<file path="config.mk">
export PLATFORM = sky130hd
export DESIGN_NAME = codec_init_sequencer
export DESIGN_NICKNAME = d
export VERILOG_FILES = /design/src/rtl/codec_init_sequencer.sv
export SDC_FILE = /design/constraint.sdc
export NUM_CORES = 1
export LEC_CHECK = 0
export CORE_MARGIN = 4
export CORE_UTILIZATION = 45
export CTS_CLUSTER_DIAMETER = 30
export DETAILED_ROUTE_END_ITERATION = 10
export PLACE_DENSITY_LB_ADDON = 0.05
export RECOVER_POWER = 25
export SLEW_MARGIN = 5
export SYNTH_ARGS = -nofsm -noshare
export SYNTH_HDL_FRONTEND = slang
export SYNTH_SLANG_ARGS = --single-unit
</file>
<file path="constraint.sdc">
create_clock -name clk -period 4.6 [get_ports clk]
set_clock_uncertainty 0.2 [all_clocks]
set_input_delay 1.15 -clock clk [delete_from_list [all_inputs] [get_ports clk]]
set_output_delay 1.15 -clock clk [all_outputs]
set_load 0.01 [all_outputs]
</file>
<file path="src/rtl/codec_init_sequencer.sv">
// Codec register-table init sequencer.
// Walks an external synchronous ROM of {reg_addr[6:0], reg_data[8:0]} entries
// and turns each into one I2C write (START, device byte, two data bytes, STOP)
// for the I2C engine, with per-byte ACK checking and bounded per-entry retries.
module codec_init_sequencer #(
  parameter logic [6:0]  C_DEV_ADDR    = 7'h1A,
  parameter int unsigned C_NUM_REGS    = 11,
  parameter logic [15:0] C_PWR_DELAY   = 16'd1000,
  parameter int unsigned C_MAX_RETRIES = 3
) (
  input  logic        clk,
  input  logic        rst_n,
  input  logic        run,
  output logic [7:0]  tbl_addr,
  input  logic [15:0] tbl_data,
  output logic [1:0]  op,
  output logic [7:0]  tx_byte,
  output logic        op_valid,
  input  logic        op_ready,
  input  logic        op_done,
  input  logic        ack_ok,
  output logic        busy,
  output logic        done,
  output logic        error,
  output logic [7:0]  err_index
);

  typedef enum logic [3:0] {
    S_PWR_WAIT,
    S_FETCH,
    S_FETCH_WAIT,
    S_START,
    S_DEV,
    S_REGA,
    S_REGD,
    S_STOP,
    S_CHECK,
    S_DONE,
    S_ERROR
  } state_t;

  // Engine op codes are fixed by the engine interface.
  localparam logic [1:0] OP_START = 2'b00;
  localparam logic [1:0] OP_WRITE = 2'b01;
  localparam logic [1:0] OP_STOP  = 2'b10;

  localparam logic [7:0] LAST_IDX  = 8'(C_NUM_REGS - 1);
  localparam logic [2:0] MAX_RETRY = 3'(C_MAX_RETRIES);

  state_t      state_r, state_nx;
  logic [15:0] dly_r;
  logic [7:0]  index_r;
  logic [2:0]  retry_r;
  logic [15:0] entry_r;
  logic        nack_r;
  logic        wait_r;      // op accepted, waiting for op_done
  logic        op_valid_r;
  logic [1:0]  op_r;
  logic [7:0]  tx_r;
  logic        busy_r;
  logic        done_r;
  logic        error_r;
  logic [7:0]  err_index_r;

  logic        xfer_done;
  logic        op_state;
  logic [1:0]  op_sel;
  logic [7:0]  byte_sel;
  logic        issue;

  assign xfer_done = wait_r && op_done;
  assign issue     = op_state && !op_valid_r && !wait_r;

  // State register.
  always_ff @(posedge clk or negedge rst_n) begin
    if (!rst_n) state_r <= S_PWR_WAIT;
    else        state_r <= state_nx;
  end

  // Next-state decode: op states advance only when their accepted op completes.
  always_comb begin
    state_nx = state_r;
    case (state_r)
      S_PWR_WAIT:   if (dly_r == C_PWR_DELAY) state_nx = S_FETCH;
      S_FETCH:      state_nx = S_FETCH_WAIT;
      S_FETCH_WAIT: state_nx = S_START;
      S_START:      if (xfer_done) state_nx = S_DEV;
      S_DEV:        if (xfer_done) state_nx = ack_ok ? S_REGA : S_STOP;
      S_REGA:       if (xfer_done) state_nx = ack_ok ? S_REGD : S_STOP;
      S_REGD:       if (xfer_done) state_nx = S_STOP;
      S_STOP:       if (xfer_done) state_nx = S_CHECK;
      S_CHECK: begin
        if (!nack_r) state_nx = (index_r == LAST_IDX) ? S_DONE : S_FETCH;
        else         state_nx = (retry_r < MAX_RETRY) ? S_FETCH : S_ERROR;
      end
      S_DONE, S_ERROR: if (run) state_nx = S_FETCH;
      default:      state_nx = S_PWR_WAIT;
    endcase
  end

  // Output decode: which op and byte the current state presents to the engine.
  always_comb begin
    op_state = 1'b0;
    op_sel   = OP_START;
    byte_sel = '0;
    case (state_r)
      S_START: op_state = 1'b1;
      S_DEV: begin
        op_state = 1'b1;
        op_sel   = OP_WRITE;
        byte_sel = {C_DEV_ADDR, 1'b0};
      end
      S_REGA: begin
        op_state = 1'b1;
        op_sel   = OP_WRITE;
        byte_sel = entry_r[15:8];
      end
      S_REGD: begin
        op_state = 1'b1;
        op_sel   = OP_WRITE;
        byte_sel = entry_r[7:0];
      end
      S_STOP: begin
        op_state = 1'b1;
        op_sel   = OP_STOP;
      end
      default: ;
    endcase
  end

  // Datapath: handshake registers, counters, entry capture and status flags.
  always_ff @(posedge clk or negedge rst_n) begin
    if (!rst_n) begin
      dly_r       <= '0;
      index_r     <= '0;
      retry_r     <= '0;
      entry_r     <= '0;
      nack_r      <= 1'b0;
      wait_r      <= 1'b0;
      op_valid_r  <= 1'b0;
      op_r        <= OP_START;
      tx_r        <= '0;
      busy_r      <= 1'b0;
      done_r      <= 1'b0;
      error_r     <= 1'b0;
      err_index_r <= '0;
    end else begin
      // Status flags follow the state being entered so they line up with it.
      busy_r  <= (state_nx != S_DONE) && (state_nx != S_ERROR);
      done_r  <= (state_nx == S_DONE);
      error_r <= (state_nx == S_ERROR);

      if (issue) begin
        op_valid_r <= 1'b1;
        op_r       <= op_sel;
        tx_r       <= byte_sel;
      end else if (op_valid_r && op_ready) begin
        op_valid_r <= 1'b0;
        wait_r     <= 1'b1;
      end else if (xfer_done) begin
        wait_r     <= 1'b0;
      end

      if (state_r == S_PWR_WAIT && dly_r != C_PWR_DELAY)
        dly_r <= dly_r + 16'd1;

      if (state_r == S_FETCH_WAIT)
        entry_r <= tbl_data;

      if (xfer_done && !ack_ok &&
          (state_r == S_DEV || state_r == S_REGA || state_r == S_REGD))
        nack_r <= 1'b1;

      if (state_r == S_CHECK) begin
        if (!nack_r) begin
          retry_r <= '0;
          if (index_r != LAST_IDX) index_r <= index_r + 8'd1;
        end else begin
          nack_r <= 1'b0;
          if (retry_r < MAX_RETRY) retry_r <= retry_r + 3'd1;
          else                     err_index_r <= index_r;
        end
      end

      if ((state_r == S_DONE || state_r == S_ERROR) && run) begin
        index_r     <= '0;
        retry_r     <= '0;
        err_index_r <= '0;
      end
    end
  end

  assign tbl_addr  = index_r;
  assign op        = op_r;
  assign tx_byte   = tx_r;
  assign op_valid  = op_valid_r;
  assign busy      = busy_r;
  assign done      = done_r;
  assign error     = error_r;
  assign err_index = err_index_r;

endmodule
</file>
; Yosys cells after proc, flatten, opt, wreduce, memory -nomap -nowiden
; Cells that the tools add are included.
[totals]
ff_bits = 71
latch_bits = 0
ramBits = 0
rom_bits = 0
inputBits = 22
elab_cells = 103
mem_count = 0
[classes]
addsub = 3
mul = 0
div_mod_pow = 0
n_lt_le_gt_ge = 1
eq_ne = 21
shifts = 0
muxes = 35
bitwise_logic = 1
reduce_logical = 28
[ops]
columns = op, count
row1 = two-way mux 8 bit, 8
row2 = two-way mux 4 bit, 10
row3 = case mux 4 bit (10 select lines), 1
row4 = case mux 8 bit (3 select lines), 1
row5 = "== test 4 bit, second input constant", 5
row6 = "adder 16 x 1 -> 16 bit, second input constant", 1
row7 = "== test 16 x 10 -> 1 bit, second input constant", 1
row8 = "== test 4 x 3 -> 1 bit, second input constant", 4
row9 = "inequality test 16 x 10 -> 1 bit, second input constant", 1
row10 = two-way mux 3 bit, 4
row11 = nonzero test 2 bit, 5
row12 = logical AND 1 bit, 9
row13 = two-way mux 1 bit, 9
row14 = "adder 8 x 1 -> 8 bit, second input constant", 1
row15 = "== test 4 x 2 -> 1 bit, second input constant", 2
row16 = "== test 8 x 4 -> 1 bit, second input constant", 1
row17 = "inequality test 4 bit, second input constant", 2
row18 = "inequality test 8 x 4 -> 1 bit, second input constant", 1
row19 = AND reduction 3 bit, 2
row20 = OR reduction 5 bit, 1
row21 = "== test 4 x 1 -> 1 bit, second input constant", 1
row22 = zero test 4 bit, 1
row23 = "inequality test 2 x 1 -> 1 bit, second input constant", 2
row24 = case mux 2 bit (2 select lines), 1
row25 = 10 further kinds, 15

; Logic depth before layout (Yosys ltp)
[logic_depth]
word_depth = 7
ltp_mapped = 7

; Least setup slack after synthesis
; No wires, ideal clock.
[synth_path]
path_type = in2reg
from = input port op_done
to = register done_r, in the netlist done
setup_time_ns = 0.120
arrival_time_ns = 2.034
path_slack_ns = 2.246
stages = 5
cell_sequence = nand2_1 > a21oi_1 > nor2_1 > or4_1 > and3b_1
[synth_between]
elab_chain_cells = 4
word_cells_on_any_way = 8
cone_classes = 1 x eq/ne / 6 x mux / 1 x reduce/logical
[synth_lines]
columns = element, line_no
row1 = from (decl), 20  ; input logic op_done,
row2 = logical AND 1 bit *, 71  ; assign xfer_done = wait_r && op_done;
row3 = "two-way mux 4 bit, on equally long branches", -
row4 = case mux 4 bit (10 select lines) *, 83  ; case (state_r)
row5 = via state_nx[0], 50  ; state_t state_r, state_nx;
row6 = == test 4 bit *, 150  ; done_r <= (state_nx == S_DONE);
row7 = to (signal assigned), 150
row8 = to (decl), 61  ; logic done_r;
; Mark *: on every way through the listed nets, which the timed path passes. The rest lies on a longest branch.
; A chain may end at the register's enable or synchronous reset.

==> run_results.csv <==
group,metric,value,unit
status,outcome,"finished with violations",
status,violations,"capacitance limit, slew limit",
sta,layout_worst_path_cycle_share,0.669,
floorplan,core_region_area,6980,um2
logic_synthesis,fraction_of_the_yosys_area_taken_by_sequential_cells,0.537,
worst_setup_path,critPathTopFamily,"buffers and inverters",
grt,grt_pass1_wl,11.6,mm
grt,number_of_global_route_vias_before_repair,2435,
floorplan,core.rowCount,30,
grt,grt_most_used_layer,"met2",
cts,root_buffer,"sky130_fd_sc_hd__clkbuf_8",
cts,cts_tree,"done",
logic_synthesis,synth_seq_cells,71,
worst_setup_path,timing.critical_path.to_type,"async pin",
worst_setup_path,critPathLaunchType,"input pin",
grt,grt_antenna_before_repair,0,
cts,clkSlewWorstSetupHoldPaths,0.07,ns
logic_synthesis,synthMuxAreaShare,0.0477,
detailed_routing,drt_iter0_drc,134,
logic_synthesis,postSynth.topFlopCell,"sky130_fd_sc_hd__dfrtp_1",
layout,layout.cells.most_common_list,"71 x sky130_fd_sc_hd__dfrtp_1, 49 x sky130_fd_sc_hd__clkdlybuf4s50_1, 37 x sky130_fd_sc_hd__nand2_1",
worst_setup_path,worst-path-buf-inv,2,
sta,drv_slew,37,
detailed_routing,detail_route.drc_violations,0,
detailed_routing,detail_route.vias_per_cell,5.34,
layout,finish.net_count,386,
sta,tightest_pin_transition,1.87,ns
floorplan,dieHeight,93.7,um
floorplan,start_util,0.474,
logic_synthesis,synth-xor-area-share,0.0635,
worst_setup_path,worst-endpoint-required,4.75,ns
place,port_buffers,51,
worst_setup_path,crit_path_frequent_cell,"sky130_fd_sc_hd__clkbuf_1",
sta,final-hold-violation-count,0,
layout,post_layout_nonfiller_instances,456,
power_and_ir_drop,irDropWorstVdd,0.000189,V
layout,diodes,0,
detailed_routing,postRouteAntennaNets,0,
worst_setup_path,critical_path_peak_fanout,36,
layout,layout-drive-gt1-share,0.0611,
logic_synthesis,combinational_family_with_the_most_area_after_synthesis,"simple AND/OR/NAND/NOR gates",
sta,totalNegativeSetupSlack,0,ns
detailed_routing,drt_pass1_iterations,4,
grt,groute.layer.met2.usage,0.250,
grt,grt_use_total,0.168,
layout,most_common_cell_after_layout_fill_and_taps_aside,"sky130_fd_sc_hd__dfrtp_1",
cts,post_cts_resized,0,
detailed_routing,routed_wire_length_per_instance,14.9,um
cts,cts_post_setup_buffers_inserted,0,
place,place_hpwl,4.77,mm
floorplan,die_area,8790,um2
power_and_ir_drop,pwr_density_cell,268,nW/um2
logic_synthesis,synth-simple-area-share,0.183,
cts,cts_buffers,9,
cts,clock_insertion_delay_worst_skew,0.34,ns
worst_setup_path,critical_path_arrival,3.23,ns
run,max_cap_violations,1,
layout,area_growth_syn_to_layout,22.0,%
floorplan,pin_count,52,
sta,grt_setup_unrepaired,"no",
logic_synthesis,net_count_after_synthesis,334,
sta,report.final.setup_viol,0,
logic_synthesis,postSynth.asyncResetShare,1.00,
sta,period_minus_slack,3.08,ns
floorplan,die_width,93.7,um
logic_synthesis,yosys_warnings,0,
grt,grt_max_degree,37,
cts,cts.htree.levels,3,
grt,overflow,0,
min_path,hold_path.class,"flip-flop to flip-flop",
logic_synthesis,mappedNetlistArea,3310,um2
worst_setup_path,critical_path.slowest_cell,"sky130_fd_sc_hd__clkbuf_1",
logic_synthesis,ys_types,44,
logic_synthesis,compound_gate_portion_of_the_synthesized_area,0.116,
grt,global_route.usage.met1,0.228,
detailed_routing,overall_via_count_from_detail_route,2433,
logic_synthesis,synth_fa_ha_area_frac,0.0189,
grt,grt.met3_usage,0.0593,
place,placed_cells_incl_taps,444,
worst_setup_path,critPathMaxStageDelay,1.31,ns
cts,cts_buffer_depth,2,
power_and_ir_drop,power.leakage,1.75,nW
logic_synthesis,synth_edf_count,0,
cts,clock_sink_count,71,
logic_synthesis,syn-instance-count,307,
worst_setup_path,timing.critical_path.cells,"clkbuf_1 > clkbuf_1",
sta,max_freq,325,MHz
worst_setup_path,worstSetupPathType,"input pin to async pin",
sta,worst_slew_margin_rel,-0.243,
place,globalplace.congestion,0.788,
logic_synthesis,syn_avg_cell_area,10.8,um2
detailed_routing,finalWirelength,6.80,mm
cts,hold_buffers,0,
flip-flops by register name, summed over array words and instances (netlist names), 2 cells and up:
| name | count |
|---|---|
| op | 2 |
| tbl_addr | 8 |
| entry_r | 16 |
| retry_r | 3 |
| dly_r | 16 |
| tx_byte | 8 |
| err_index | 8 |
| state_r | 4 |
metrics by stage:
stage	instance area, um2	power (mW)	setup WS (ns)	hold slack [ns]	utilization
after floorplan	3310	0.637	2.25	0.246	-
after global routing	4040	1.13	1.06	0.304	0.578
final	4040	1.08	1.52	0.274	0.578
after detailed placement	3890	0.669	1.53	0.267	0.557
after CTS	4050	1.10	1.79	0.284	0.579
after global placement	3890	0.669	1.58	0.261	0.557
metal layers:
layer  part of all wire  wire (um)
met1               0.49       3340
met2               0.45       3060
met3              0.047        321
met4              0.011         76
met5                  0          0
report_power, final:
group	total, mW	switching [mW]	internal (mW)
sequential	0.624	0.00000000000000400	0.624
combinational	0.0312	0.0154	0.0158
clock	0.425	0.212	0.213
total	1.08	0.227	0.853
cells by family (layout without fill, tap and decap cells):
logic type / Yosys count / in the layout
compound gates: 54 / 54
fa+ha+maj: 5 / 5
xor+xnor: 24 / 24
flops: 71 / 71
mux: 14 / 14
buf+inv: 24 / 77
simple gates: 115 / 115
path summary, 6_finish.rpt:
check	slack, ns	from	cells after the start	end
max	1.52	rst_n	2	nack_r$_DFF_PN0_
min	0.27	entry_r[5]$_DFFE_PN0P_	1	entry_r[5]$_DFFE_PN0P_
max reg2reg	2.07	state_r[0]$_DFF_PN0_	5	dly_r[15]$_DFFE_PN0P_
min reg2reg	0.27	entry_r[5]$_DFFE_PN0P_	1	entry_r[5]$_DFFE_PN0P_
max in group clk	1.81	tbl_addr[0]$_DFFE_PN0P_	1	tbl_addr[0]
min in group asynchronous	1.11	rst_n	1	dly_r[15]$_DFFE_PN0P_
cell usage after synthesis, drive strengths merged (2+ instances only):
library cell  number  area, um2
o41ai              3       26.3
xnor2             14        123
nor2b              3       18.8
nand4              7       43.8
nor3               7       45.0
inv               11       41.3
or4                3       26.3
o21ai             26        134
nor2              20       77.6
nand2b             7       43.8
xor2              10       87.6
nor4bb             3       30.0
mux2              14        158
a32o               6       60.1
clkbuf             6       22.5
a21oi              3       15.0
ha                 5       62.6
nor4               4       40.0
dfrtp             71       1780
buf                7       47.5
nand3             14       70.1
a21o               2       15.0
and3               6       37.5
a22oi              6       45.0
o32ai              2       17.5
nand2             37        139
final cells by class:
cell class,instances,area (um2)
inverters,11,41.3
well taps,96,120
repair buffers,54,523
clock inverters,1,7.51
fillers,662,2950
multi-input cells,212,1420
clock buffers,11,151
flip-flops and latches,71,1780
(Power assumes the default switching activity.)
